<file path="src/rtl/priority_encoder_32.sv">
`default_nettype none
// ---------------------------------------------------------------------------
// priority_encoder_32 : registered 32-bit leading-one encoder (index + zero)
// Revision: 1.0
// ---------------------------------------------------------------------------

// 4-bit leaf: valid when any bit is set, idx is the highest set position.
module pe32_leaf4 (
  input  logic [3:0] d,
  output logic       valid,
  output logic [1:0] idx
);

  always_comb begin
    valid = |d;
    idx   = 2'd0;
    if (d[3]) begin
      idx = 2'd3;
    end else if (d[2]) begin
      idx = 2'd2;
    end else if (d[1]) begin
      idx = 2'd1;
    end
  end

endmodule

// Merge two sibling nodes; the upper half wins whenever it holds a set bit.
module pe32_merge #(
  parameter int SUB_W = 2
) (
  input  logic             valid_hi,
  input  logic [SUB_W-1:0] idx_hi,
  input  logic             valid_lo,
  input  logic [SUB_W-1:0] idx_lo,
  output logic             valid,
  output logic [SUB_W:0]   idx
);

  always_comb begin
    valid = valid_hi | valid_lo;
    idx   = valid_hi ? {1'b1, idx_hi} : {1'b0, idx_lo};
  end

endmodule

module priority_encoder_32 (
  input  logic        clock,
  input  logic        reset,
  input  logic [31:0] data,
  output logic [4:0]  index,
  output logic        zero
);

  localparam int c_LEAVES = 8;

  logic [c_LEAVES-1:0] l0_valid;
  logic [1:0]          l0_idx [c_LEAVES];
  logic [3:0]          l1_valid;
  logic [2:0]          l1_idx [4];
  logic [1:0]          l2_valid;
  logic [3:0]          l2_idx [2];
  logic                l3_valid;
  logic [4:0]          l3_idx;

  logic [4:0] index_d;
  logic [4:0] index_q;
  logic       zero_d;
  logic       zero_q;

  generate
    for (genvar g = 0; g < c_LEAVES; g++) begin : g_leaf
      pe32_leaf4 u_leaf (
        .d     (data[4*g +: 4]),
        .valid (l0_valid[g]),
        .idx   (l0_idx[g])
      );
    end

    for (genvar g = 0; g < 4; g++) begin : g_merge8
      pe32_merge #(.SUB_W(2)) u_merge (
        .valid_hi (l0_valid[2*g+1]),
        .idx_hi   (l0_idx[2*g+1]),
        .valid_lo (l0_valid[2*g]),
        .idx_lo   (l0_idx[2*g]),
        .valid    (l1_valid[g]),
        .idx      (l1_idx[g])
      );
    end

    for (genvar g = 0; g < 2; g++) begin : g_merge16
      pe32_merge #(.SUB_W(3)) u_merge (
        .valid_hi (l1_valid[2*g+1]),
        .idx_hi   (l1_idx[2*g+1]),
        .valid_lo (l1_valid[2*g]),
        .idx_lo   (l1_idx[2*g]),
        .valid    (l2_valid[g]),
        .idx      (l2_idx[g])
      );
    end
  endgenerate

  pe32_merge #(.SUB_W(4)) u_merge32 (
    .valid_hi (l2_valid[1]),
    .idx_hi   (l2_idx[1]),
    .valid_lo (l2_valid[0]),
    .idx_lo   (l2_idx[0]),
    .valid    (l3_valid),
    .idx      (l3_idx)
  );

  // All-zero data falls through every lower branch to index 0.
  always_comb begin
    index_d = l3_idx;
    zero_d  = ~l3_valid;
  end

  always_ff @(posedge clock) begin
    if (reset) begin
      index_q <= 5'd0;
      zero_q  <= 1'b1;
    end else begin
      index_q <= index_d;
      zero_q  <= zero_d;
    end
  end

  assign index = index_q;
  assign zero  = zero_q;

endmodule
`default_nettype wire

</file>
<file path="config.mk">
export PLATFORM = sky130hd
export DESIGN_NAME = priority_encoder_32
export DESIGN_NICKNAME = d
export VERILOG_FILES = /design/src/rtl/priority_encoder_32.sv
export SDC_FILE = /design/constraint.sdc
export NUM_CORES = 1
export LEC_CHECK = 0
export CAP_MARGIN = 10
export CORE_UTILIZATION = 33
export DETAILED_ROUTE_END_ITERATION = 10
export PLACE_DENSITY_LB_ADDON = 0.2
export SYNTH_ARGS = -nofsm -noshare
export SYNTH_HDL_FRONTEND = slang
export SYNTH_SLANG_ARGS = --single-unit
</file>
<file path="constraint.sdc">
create_clock -name clock -period 2.93 [get_ports clock]
set_input_delay 0.879 -clock clock [delete_from_list [all_inputs] [get_ports clock]]
set_output_delay 0.879 -clock clock [all_outputs]
set_load 0.05 [all_outputs]
</file>
After elaboration in Yosys (flattened, before gate mapping)
Index checks and enable logic that the tools add are counted.
{"block": "word_totals", "input_bits": 34, "out_inout_bits": 6, "regBits": 6}
{"block": "classes", "muxes": 31, "n_bitwise": 8, "n_reduce_logical": 8}
{"operator": "$mux 2", "n": 16}
{"operator": "$reduce_or 4->1", "n": 8}
{"operator": "$mux 3", "n": 4}
{"operator": "$mux 1", "n": 8}
{"operator": "$mux 4", "n": 2}
{"operator": "$or 1x1->1", "n": 7}
{"operator": "$mux 5", "n": 1}
{"operator": "$not 1->1", "n": 1}

Depth between registers and ports, before layout
Gate-level depths: netlist of run 1.
{"block": "depth", "ltp_word": 6, "mapped_depth": 5, "mapped_depth_nobuf": 5}

Cells and area by module
A second synthesis of run 1 with hierarchy kept.
{"block": "unflattened", "cells_unflattened": 76, "hier_area_um2": 646.9}
{"module": "pe32_leaf4", "area_per_inst_um2": 23.8, "seq_area_each_um2": 0.0, "cells_each": 4, "instances": 8}
{"module": "priority_encoder_32", "area_per_inst_um2": 157.7, "seq_area_each_um2": 120.1, "cells_each": 12, "instances": 1}
{"module": "pe32_merge at g_merge8[0].u_merge ...", "area_per_inst_um2": 36.3, "seq_area_each_um2": 0.0, "cells_each": 4, "instances": 4}
{"module": "pe32_merge at g_merge16[0].u_merge ...", "area_per_inst_um2": 47.5, "seq_area_each_um2": 0.0, "cells_each": 5, "instances": 2}
{"module": "pe32_merge at u_merge32", "area_per_inst_um2": 58.8, "seq_area_each_um2": 0.0, "cells_each": 6, "instances": 1}

Worst setup path before layout of run 1
Ideal clock, no wire load.
{"block": "synth_timing", "path_type": "input port to flip-flop", "startpoint": "input data[25]", "endpoint": "register index_q[0] (netlist: index[0])", "required_time_ps": 2860, "path_buffers": 0, "setup_time_ps": 70, "arrival_ps": 1754, "slack_ps": 1106, "path_stages": 5, "path_cell_list": "nor4_2 and2_2 and3_4 nand4_1 a21oi_1"}
{"block": "synth_between", "elab_chain_len": 6}
{"element": "from (decl)", "line": "50", "text": "input logic [31:0] data,"}
{"element": "$mux 1", "line": "21", "text": "end else if (d[1]) begin"}
{"element": "$mux 2", "line": "19", "text": "end else if (d[2]) begin"}
{"element": "$mux 2", "line": "17", "text": "if (d[3]) begin"}
{"element": "$mux 3", "line": "42", "text": "idx = valid_hi ? {1'b1, idx_hi} : {1'b0, idx_lo};"}
{"element": "$mux 4", "line": "42"}
{"element": "$mux 5 *", "line": "42"}
{"element": "to (signal assigned)", "line": "123", "text": "index_q <= index_d;"}
{"element": "to (decl)", "line": "67", "text": "logic [4:0] index_q;"}
Mark *: on every way between the ends. The rest lies on a longest branch, timed or not.
A chain may end at the register's enable or synchronous reset.

Worst setup path after layout of run 1
{"block": "layout_timing", "startpoint": "register index_q[1] (netlist: index[1])", "endpoint": "output index[1]"}
{"element": "to (decl)", "line": "51", "text": "output logic [4:0] index,"}
No word-level cell between the ends.

==> results by group, run 1 <==
Placed design
  • DP HPWL: 1190 um
  • Post-DP Area: 888 sq um
  • Routability cong.: 0.781
  • PortBufs: 39
  • Dpl ws: 0.486 ns

Timing
  • Final-report hold violation count: 0
  • Relative slew slack: 66.7%
  • Setup Viol. Count Final: 0
  • Worst setup margin: 0.707 ns
  • Slew of the pin with the lowest slew margin: 0.498 ns
  • Unrepaired setup endpoints after global routing: false
  • Max Freq: 450 MHz
  • Setup_tns: 0 ns
  • Min cycle time layout: 2.22 ns
  • Period utilization: 75.9%
  • Fin. max-slew vios: 0

Synth
  • Synth warnings: 0
  • Fraction of registers with async set/reset: 0%
  • Main area contributors after synthesis: dfxtp_1, a21oi_1, nor2_1
  • Post-Syn Area: 479 sq um
  • Register area share after synthesis: 25.1%
  • Syn avg cell area: 7.26 sq um
  • Ys flop type: dfxtp_1
  • Distinct cells, synth: 24
  • Area leader, netlist: dfxtp_1
  • Synthesized instance count: 66
  • Number of synthesized flops with an enable pin: 0
  • Syn_nets: 100
  • FF+latch count, synth: 6
  • Yosys top cell area share: 25.1%
  • Commonest cells in the netlist: a21oi_1, nor2_1, dfxtp_1, o21ai_0, nor4_1

Global route
  • Initial antenna violation count: 0
  • M2 GR Usage: 33.5%
  • Vias in the first global route: 540
  • First-pass GRT wire length: 2190 um
  • Global routing usage on met3: 1.67%
  • GRT Total Usage: 20.3%
  • Congestion Overflow GR: 0
  • GRT Max-Usage Layer: met2
  • Pin count of the biggest net entering global routing: 7
  • Met1 Track Usage GR: 25.1%

Critical path
  • Setup CP Type: reg2out
  • CP required: 2.05 ns
  • Worst-path fanout max: 1
  • Nature of the critical path startpoint: flop
  • Critical path's slowest cell: clkdlybuf4s50_1
  • Arrival time worst endpoint: 1.34 ns
  • Critical Path Sink Type: output pin
  • Buffers & Inverters on Critical Path: 1
  • Worst stage delay on the critical path: 0.79 ns
  • Largest delay share family, worst path: buffers and inverters
  • Crit-path cells: clkdlybuf4s50_1

Floorplan
  • Die Area: 1610 sq um
  • Core Region: 1330 sq um
  • Die Span Y: 40.1 um
  • I/O pins: 40
  • Row count: 13
  • Overall die width: 40.1 um
  • Initial Util: 35.9%

Cells and area
  • Synth-to-layout area growth: 90.1%
  • Post-route cell area: 911 sq um
  • Share of layout cells above drive strength 1: 9.26%
  • Post-layout util: 68.3%
  • Diodes inserted: 0
  • Fill cell count: 122
  • Area occupied by multi-input gates: 344 sq um
  • Final net count: 144
  • Reg area: 120 sq um

Drt
  • Total wire length: 1420 um
  • DR DRC count: 0
  • Via Count: 653
  • Via-to-Cell Ratio: 5.31
  • Routed Antenna Nets: 0
  • 1st-iter DRT viols: 17
  • Router iterations before antenna repair: 4
  • Wire per inst: 11.5 um

Min path
  • Endpoint, Worst Hold: index[4]
  • Hold Startpoint: reset
  • Hold Path Stages: 2
  • Class of the worst hold path: in2reg

CTS
  • # Post-CTS Setup Buffers: 0
  • Clk buf depth: 2
  • Post-cts hold buffer count: 0
  • CTS H-tree lvls: 1
  • Clk root buf: clkbuf_4
  • TritonCTS clock tree: yes
  • CTS sink cnt: 6
  • CTS buffer count: 3
  • CTS clock-pin slew for the worst setup and hold paths: 0.05 ns
  • Post-CTS sizing: 0

Power
  • Internal power: 0.192 mW
  • Gate power share: 39.4%
  • P_sw: 0.0798 mW
  • Switching Fraction: 29.4%
  • Total Power: 0.271 mW
  • P per Cell Area: 298 nW/um^2
  • Clock power frac: 28.2%
  • Peak VDD IR: 101 uV
  • Share of power burned in registers: 32.5%
  • Static leakage: 0.322 nW

Run status
  • Status: complete, no violations

Flow run
  • Number of max-cap violations: 0
-- registers in the layout, summed over array words and instances, names as in the netlist --
| name | cells |
|---|---|
| index | 5 |
| zero | 1 |
-- logic make-up after synthesis --
kind of cell | Yosys count | share of synthesized area [%]
AOI/OAI and AO/OA | 21 | 26.6
and+or+nand+nor | 35 | 45.2
DFF | 6 | 25.1
buffers and inverters | 4 | 3.13
-- metal layers --
metal / vias up / wire, um
li1: 336 / -
met2: 27 / 664
met4: 0 / 27
met1: 286 / 635
met5: - / 0
met3: 4 / 91
-- cells in the final DEF, fill, tap and decap left out, types with 4 or more instances in the layout --
cell type and n:
o21ai_0 6, nor4_1 5, a21oi_1 9, clkdlybuf4s50_1 39, nor2_1 9, inv_1 4
dfxtp_1 6
-- worst max-delay path by stage --
stage	endpoint	depth (start not counted)	slack [ns]	startpoint
3_3_place_gp	index[2]	6	0.54	data[25]
5_1_grt	index[0]	6	0.59	data[5]
4_1_cts	index[1]	1	0.69	index[1]
6_report	index[1]	1	0.71	index[1]
2_1_floorplan	index[0]	5	1.11	data[25]
3_5_place_dp	index[0]	6	0.49	data[25]
-- cell type report --
class | count | share of cell area (%)
inverter | 4 | 1.65
clock buffer | 3 | 2.47
multi-input combinational | 56 | 37.8
sequential | 6 | 13.2
tap | 15 | 2.06
timing repair buffer | 39 | 42.9
-- per-stage QoR --
stage / cells / hold WS, ns
floorplan: 66 / 0.948
global placement: 120 / 1.57
detailed placement: 120 / 1.56
CTS: 123 / 1.32
global route: 123 / 1.34
finish: 123 / 1.33
-- power groups by stage --
stage / clock network (mW) / logic [mW] / registers (mW)
after detailed placement: 0 / 0.106 / 0.0897
after global placement: 0 / 0.105 / 0.0895
final: 0.0764 / 0.107 / 0.0881
after global routing: 0.0834 / 0.115 / 0.0884
after floorplan: 0 / 0.0184 / 0.108
after CTS: 0.0780 / 0.106 / 0.0882
(Power assumes the default switching activity.)
==> inputs of run 2 (changes only) <==
--- a/config.mk
+++ b/config.mk
@@ -6,7 +6,7 @@
 export NUM_CORES = 1
 export LEC_CHECK = 0
 export CAP_MARGIN = 10
-export CORE_UTILIZATION = 33
+export CORE_UTILIZATION = 28
 export DETAILED_ROUTE_END_ITERATION = 10
 export PLACE_DENSITY_LB_ADDON = 0.2
 export SYNTH_ARGS = -nofsm -noshare
==> constraint.sdc (replaced) <==
create_clock -name clock -period 1.84 [get_ports clock]
set_input_delay 0.552 -clock clock [delete_from_list [all_inputs] [get_ports clock]]
set_output_delay 0.552 -clock clock [all_outputs]
set_load 0.05 [all_outputs]
==> run 2 against run 1 <==
Compared with the run above:
- largest cell class unchanged
- the flow now finishes with violations (DRC)
- non-clock buffer count increased by 29
- critical path type is now in2reg
- final cell count up 24%
- highest routed layer is now met3
- power is 71% higher
==> results by group, run 2 (synthesis results as in run 1) <==
Run status
  • Status: finished, violations left
  • Failing checks: DRC

Placed design
  • Routability cong.: 0.814 (+4.1%)
  • PortBufs: 39 (unchanged)
  • DP HPWL: 1360 um (+14%)
  • Post-DP Area: 1080 sq um (+21%)

Global route
  • GRT Total Usage: 17.9% (-2.5 points)
  • Pin count of the biggest net entering global routing: 7 (unchanged)
  • Vias in the first global route: 693 (+28%)
  • Congestion Overflow GR: 0 (unchanged)
  • Initial antenna violation count: 0 (unchanged)
  • First-pass GRT wire length: 2600 um (+19%)

Cells and area
  • Post-route cell area: 1140 sq um (+26%)
  • Post-layout util: 73.4% (+5.1 points)
  • Most frequent cells in the layout: buf_4, clkdlybuf4s50_1, a21oi_1, nor2_1
  • Synth-to-layout area growth: 139%
  • Max FFs per register: 5 (unchanged)
  • Fill cell count: 127 (+4.1%)
  • Share of layout cells above drive strength 1: 33.6% (+24 points)
  • Final net count: 173 (+20%)
  • Commonest non-fill, non-tap cell in the layout: buf_4
  • Diodes inserted: 0 (unchanged)

Critical path
  • Buffers & Inverters on Critical Path: 1 (unchanged)
  • Worst-path fanout max: 5 (+4)
  • Worst stage delay on the critical path: 0.47 ns (-0.32 ns)
  • Critical path's slowest cell: clkdlybuf4s50_1
  • Setup CP Type: in2reg
  • Arrival time worst endpoint: 1.97 ns (+0.63 ns)
  • Nature of the critical path startpoint: input port
  • Critical Path Sink Type: flop
  • Crit-path cells: clkdlybuf4s50_1, nor4_4, and2_4, and3_4, nand4_1, a21oi_1
  • CP required: 1.99 ns (-0.06 ns)
  • Largest delay share family, worst path: simple AND/OR/NAND/NOR gates

Power
  • Static leakage: 0.497 nW (+55%)
  • Internal power: 0.330 mW (+72%)
  • Total Power: 0.463 mW (+71%)
  • Share of power burned in registers: 30.3% (-2.2 points)
  • Switching Fraction: 28.7% (-0.75 points)
  • Clock power frac: 24.5% (-3.7 points)
  • Peak VDD IR: 217 uV (+110%)
  • P_sw: 0.133 mW (+66%)
  • P per Cell Area: 405 nW/um^2 (+36%)
  • Gate power share: 45.2% (+5.8 points)

Drt
  • Via-to-Cell Ratio: 5.07 (-4.6%)
  • 1st-iter DRT viols: 23 (+6)
  • Total wire length: 1760 um (+24%)
  • Router iterations before antenna repair: 7 (+3)
  • DR DRC count: 5 (+5)
  • Routed Antenna Nets: 0 (unchanged)
  • Via Count: 775 (+19%)
  • Wire per inst: 11.5 um (-0.36%)

Floorplan
  • Row count: 14 (+1)
  • Die Area: 1880 sq um (+17%)
  • Overall die width: 43.4 um (+8.1%)
  • Die Span Y: 43.4 um (+8.1%)
  • Core Region: 1560 sq um (+17%)
  • Initial Util: 30.7% (-5.2 points)
  • I/O pins: 40 (unchanged)

Timing
  • Fin. max-slew vios: 0 (unchanged)
  • Setup Viol. Count Final: 0 (unchanged)
  • Unrepaired setup endpoints after global routing: true
  • Setup_tns: 0 ns (unchanged)
  • Final-report hold violation count: 0 (unchanged)
  • Period utilization: 99.0%
  • Relative slew slack: 72.4% (+5.7 points)
  • Max Freq: 549 MHz
  • Min cycle time layout: 1.82 ns
  • Slew of the pin with the lowest slew margin: 0.413 ns (-0.0846 ns)

CTS
  • CTS buffer count: 3 (unchanged)
  • Clk root buf: clkbuf_4
  • CTS H-tree lvls: 1 (unchanged)
  • Clk buf depth: 2 (unchanged)
  • CTS clock-pin slew for the worst setup and hold paths: 0.04 ns (about the same)
  • CTS sink cnt: 6 (unchanged)
  • TritonCTS clock tree: yes

Flow run
  • Number of max-cap violations: 0 (unchanged)

Min path
  • Class of the worst hold path: in2reg
run 2: metrics by stage:
stage	hold slack [ns]	cells	setup slack [ns]
5_1_grt	0.893	153	-0.0476
3_5_place_dp	1.00	148	-0.288
2_1_floorplan	0.621	66	0.343
3_3_place_gp	1.00	148	-0.166
4_1_cts	0.895	152	0.0162
6_report	0.855	153	0.0178
run 2: cell type report:
cell class	instances	area, sq um	area share [%]
Inverter	4	15.0	1.31
Tap cell	16	20.0	1.75
Clock buffer	3	22.5	1.97
Sequential cell	6	120	10.5
Timing Repair Buffer	68	596	52.1
Multi-Input combinational cell	56	370	32.4
run 2: power by group through the flow:
stage	clock (mW)	sequential [mW]	combinational [mW]
after CTS	0.116	0.141	0.202
after floorplan	0	0.172	0.0292
after global placement	0	0.143	0.197
after global routing	0.119	0.141	0.222
final	0.113	0.140	0.209
after detailed placement	0	0.143	0.200
run 2: final timing paths:
check	from	to	depth (start not counted)
worst max-delay path	data[31]	index[0]	6
worst min-delay path	data[25]	index[2]	5
run 2: layer usage:
layer	routed length [um]	part of all wire (%)	vias to the layer above	GRT usage, %
li1	-	-	398	-
met1	774	44	353	21.9
met2	914	52	24	32.1
met3	71	4.0	0	1.25
met4	0	0	0	7.50
met5	0	0	-	0
run 2: what timing repair did:
item	4_1_cts	5_1_grt
buffers inserted	1	1
pin swaps	4	2
hold buffers	0	0
resized for setup	4	5
endpoints found under the setup margin	2	3
